[config.mk]
export PLATFORM = sky130hd
export DESIGN_NAME = audio_dist
export DESIGN_NICKNAME = d
export VERILOG_FILES = /design/src/rtl/audio_dist.sv
export SDC_FILE = /design/constraint.sdc
export NUM_CORES = 1
export LEC_CHECK = 0
export ABC_AREA = 1
export CORE_MARGIN = 5
export CORE_UTILIZATION = 45
export DETAILED_ROUTE_END_ITERATION = 7
export PLACE_DENSITY_LB_ADDON = 0.15
export SLEW_MARGIN = 20
export SYNTH_ARGS = -nofsm -noshare
export SYNTH_HDL_FRONTEND = slang
export SYNTH_SLANG_ARGS = --single-unit
[constraint.sdc]
create_clock -name clk -period 0.9 [get_ports clk]
set_input_delay 0.135 -clock clk [delete_from_list [all_inputs] [get_ports clk]]
set_output_delay 0.135 -clock clk [all_outputs]
set_load 0.01 [all_outputs]
[src/rtl/audio_dist.sv]
// Four-channel audio distortion/volume stage: polynomial noise counters,
// per-channel waveform flip-flops, high-pass latches and volume gating.
module audio_dist (
    input  logic        clk,
    input  logic        nreset,
    input  logic        enn,
    input  logic [3:0]  bor,
    input  logic [7:0]  D,
    input  logic [3:0]  WR,
    input  logic        init,
    input  logic        poly9,
    input  logic        hp1,
    input  logic        hp2,
    output logic [3:0]  chOut,
    output logic [15:0] vol
);

    logic [3:0][7:0] audc;
    logic [3:0]      poly4;
    logic [4:0]      poly5;
    logic [16:0]     poly17;
    logic [3:0]      ff;
    logic            hq0;
    logic            hq1;

    logic p4_out;
    logic p5_out;
    logic p17_out;

    assign p4_out  = poly4[3];
    assign p5_out  = poly5[4];
    // The 9-bit mode reuses the low bits of the 17-bit register, so toggling
    // poly9 never disturbs the stored state.
    assign p17_out = poly9 ? poly17[8] : poly17[16];

    always_ff @(negedge clk) begin
        if (!nreset) begin
            audc   <= '0;
            poly4  <= '0;
            poly5  <= '0;
            poly17 <= '0;
            ff     <= '0;
            hq0    <= 1'b0;
            hq1    <= 1'b0;
        end else if (enn) begin
            for (int unsigned n = 0; n < 4; n++) begin
                if (bor[n] && (audc[n][7] || p5_out)) begin
                    if (audc[n][5])
                        ff[n] <= ~ff[n];
                    else
                        ff[n] <= audc[n][6] ? p4_out : p17_out;
                end
                if (WR[n])
                    audc[n] <= D;
            end
            if (bor[2])
                hq0 <= ff[0];
            if (bor[3])
                hq1 <= ff[1];
            if (init) begin
                poly4  <= '0;
                poly5  <= '0;
                poly17 <= '0;
            end else begin
                poly4  <= {poly4[2:0], ~(poly4[3] ^ poly4[2])};
                poly5  <= {poly5[3:0], ~(poly5[4] ^ poly5[2])};
                poly17 <= {poly17[15:0],
                           poly9 ? ~(poly17[8] ^ poly17[4]) : ~(poly17[16] ^ poly17[13])};
            end
        end
    end

    always_comb begin
        chOut[0] = ff[0] ^ (hp1 & hq0);
        chOut[1] = ff[1] ^ (hp2 & hq1);
        chOut[2] = ff[2];
        chOut[3] = ff[3];
        vol      = '0;
        for (int unsigned n = 0; n < 4; n++) begin
            if (audc[n][4] || chOut[n])
                vol[4*n +: 4] = audc[n][3:0];
        end
    end

endmodule

==> metrics.txt <==
CTS tree built; VDD IR-drop max 1862 µV; vias post-DR 3594; first-pass GRT wire length roughly 15 mm; Final setup viols between 70 and 80; Nets 562; syn_area_per_cell 7.132 µm²; final hold violation count 0; CP required 0.76 ns; most frequent cells after synthesis nand2_1 (88), dfxtp_1 (64), nor2_1 (56); routed wire length 13.33 mm; fill count ~190; Synth Area in XOR/XNOR 0%; Compound-Gate Fraction of Synth Area 17.40%; Worst-path clk slew 0.06 ns; post-route insts no fill 616; Max Root-Sink Buffers 2; layout cells sized above 1 a little under three fifths; final worst slack -1.163 ns; DR DRC count 0; GR Util met3 9.506%; simple-gate share of the synthesized area 23.47%; Crit path arrival time a little under 2 ns; post-synthesis register bit count between 60 and 70; die area 0.007495 mm²; Seq. cell area around 0.0013 mm²; Initial Utilization approximately 47%; Die Y 86.58 µm; Placeable Area 0.005608 mm²; Util after Layout 92.30%; CTS H-Tree Depth 3; largest family of logic cells by synthesized area simple AND/OR/NAND/NOR gates; ys flop type dfxtp_1; worst clock skew around 0.038 ns; worst-margin pin slew around 0.33 ns; Yosys top cell area share 48.55%; TritonCTS buffer count 9; leading area contributor after synthesis dfxtp_1; Synth warnings 0; placer congestion estimate between 0.7 and 0.8; number of top-level pins 43; clock sink total between 60 and 70; power density over the cells 1669 mW/mm²; Synth Area in Adders 0%; Routed Antenna Nets 0; RSZ-0062 raised after global routing yes; CTS root buffer clkbuf_8; largest net degree at the start of global routing 27; Via density 5.834; Worst-Skew Late Latency ~0.43 ns; Slew Limit Fails 0; Syn-to-layout area delta 96.16%; Leakage 2.527 nW; I/O Buffers 42; mapped cell area 0.002639 mm²; Post-synth EDFFs 0; most frequent cell after synthesis nand2_1; outcome finished with violations; Hold Crit Class flip-flop to flip-flop; normalized max-slew margin 78.27%; All-Layer GR Usage 26.00%; failing checks negative setup slack; CP Capture Type primary output; DRT iter0 DRCs 394; # diodes 0; DR WL/cell between 20 and 25 µm; CP startpoint kind flip-flop; Post-CTS Hold Fix Bufs 0; grt ovf 0; area of the multi-input gates around 0.0020 mm²; antenna violations before repair 0; layer with the highest usage met2; vias in the first global route 3409; drt pass-1 iters 6; CP max FO 4; Detailed Place HPWL 4.245 mm; Post-Syn Nets 393; post-placement cell count 499; Core Rows 27; Seq/Total Area, Yosys 48.55%; Area contributors post-synth dfxtp_1 (49%), nand2_1 (13%), a21oi_1 (9.1%); Cells after Synth 370; worst setup path class flip-flop to primary output; grt met1 use a little over a quarter; number of distinct library cells after synthesis 20; GR Util met2 43.74%; MaxCap Viol Count 0; post-synthesis mux area share 0%; ys async rst share 0%; die extent in x 86.58 µm
[kinds of logic (layout without fill, tap and decap cells)]
logic type | Yosys count | after routing
flops | 64 | 64
buf+inv | 59 | 229
compound gates | 91 | 91
simple gates | 156 | 160
[power by group]
| group | internal, mW | switching, mW | leakage [nW] |
|---|---|---|---|
| combinational | 0.687 | 0.817 | 1.55 |
| sequential | 2.96 | 0.128 | 0.530 |
| clock | 1.63 | 2.42 | 0.450 |
[metal layers]
| layer | share of wire (%) | vias to the layer above |
|---|---|---|
| met5 | 0 | - |
| met4 | 5.7 | 0 |
| met3 | 9.2 | 90 |
| met2 | 49 | 282 |
| met1 | 36 | 1700 |
| li1 | - | 1522 |
[state kept, by name, indices dropped and copies added, names as in the netlist]
register  cells
hq0           1
poly4         4
poly5         5
poly17       17
ff            4
hq1           1
audc         32
[stage by stage]
stage	hold slack, ns	setup TNS, ns	power, mW	setup slack [ns]	cell area (µm²)
CTS	0.4427	-20.39	7.757	-1.047	4524
floorplan	0.3892	-24.92	4.006	-0.5269	2920
global placement	0.4437	-72.33	4.323	-0.9645	3536
global route	0.4782	-24.16	9.058	-1.209	5176
finish	0.4677	-22.96	8.641	-1.163	5176
detailed placement	0.4486	-73.61	4.337	-1.000	3536
[worst max-delay path, stage by stage (launching register included)]
cell and delay, ns:
dfxtp_2 0.36, nand2_2 0.07, nand2_2 0.07, nand2_2 0.05, or2_4 0.27, nand2_2 0.07
inv_1 0.05, buf_2 0.13
[final timing paths]
path	start	to	slack, ns	depth (start not counted)
setup reg to reg	poly4[3]$_SDFFE_NN0P_	ff[0]$_SDFFE_NN0P_	-0.22	5
hold / removal	poly17[7]$_SDFFE_NN0P_	poly17[8]$_SDFFE_NN0P_	0.47	2
setup / recovery	hq0$_SDFFE_NN0P_	vol[2]	-1.16	7
hold reg to reg	poly17[7]$_SDFFE_NN0P_	poly17[8]$_SDFFE_NN0P_	0.47	2
[timing repair]
item / 4_1_cts / 5_1_grt
endpoints found under the setup margin: 84 / 76
cloned: 8 / 3
pin swaps: 38 / 46
setup buffers: 24 / 14
resized for setup: 235 / 173
[layout make-up]
cell class,instances,area share [%]
repair buffers,107,22.70
clock inverters,71,5.801
multi-input cells,251,37.97
well taps,72,1.740
clock buffers,9,2.393
flip-flops and latches,64,25.26
inverters,42,4.133
[layout by cell type, fill, tap and decap left out, types with 21 or more instances in the layout]
cell and instances:
buf_4 27, nand2_4 26, buf_6 42, nor2_1 21
inv_1 91, nand2_2 25, a21oi_2 37, dfxtp_1 51
nor2_4 23, nand2_1 37
Note: power is estimated with default switching activity, not from simulation.
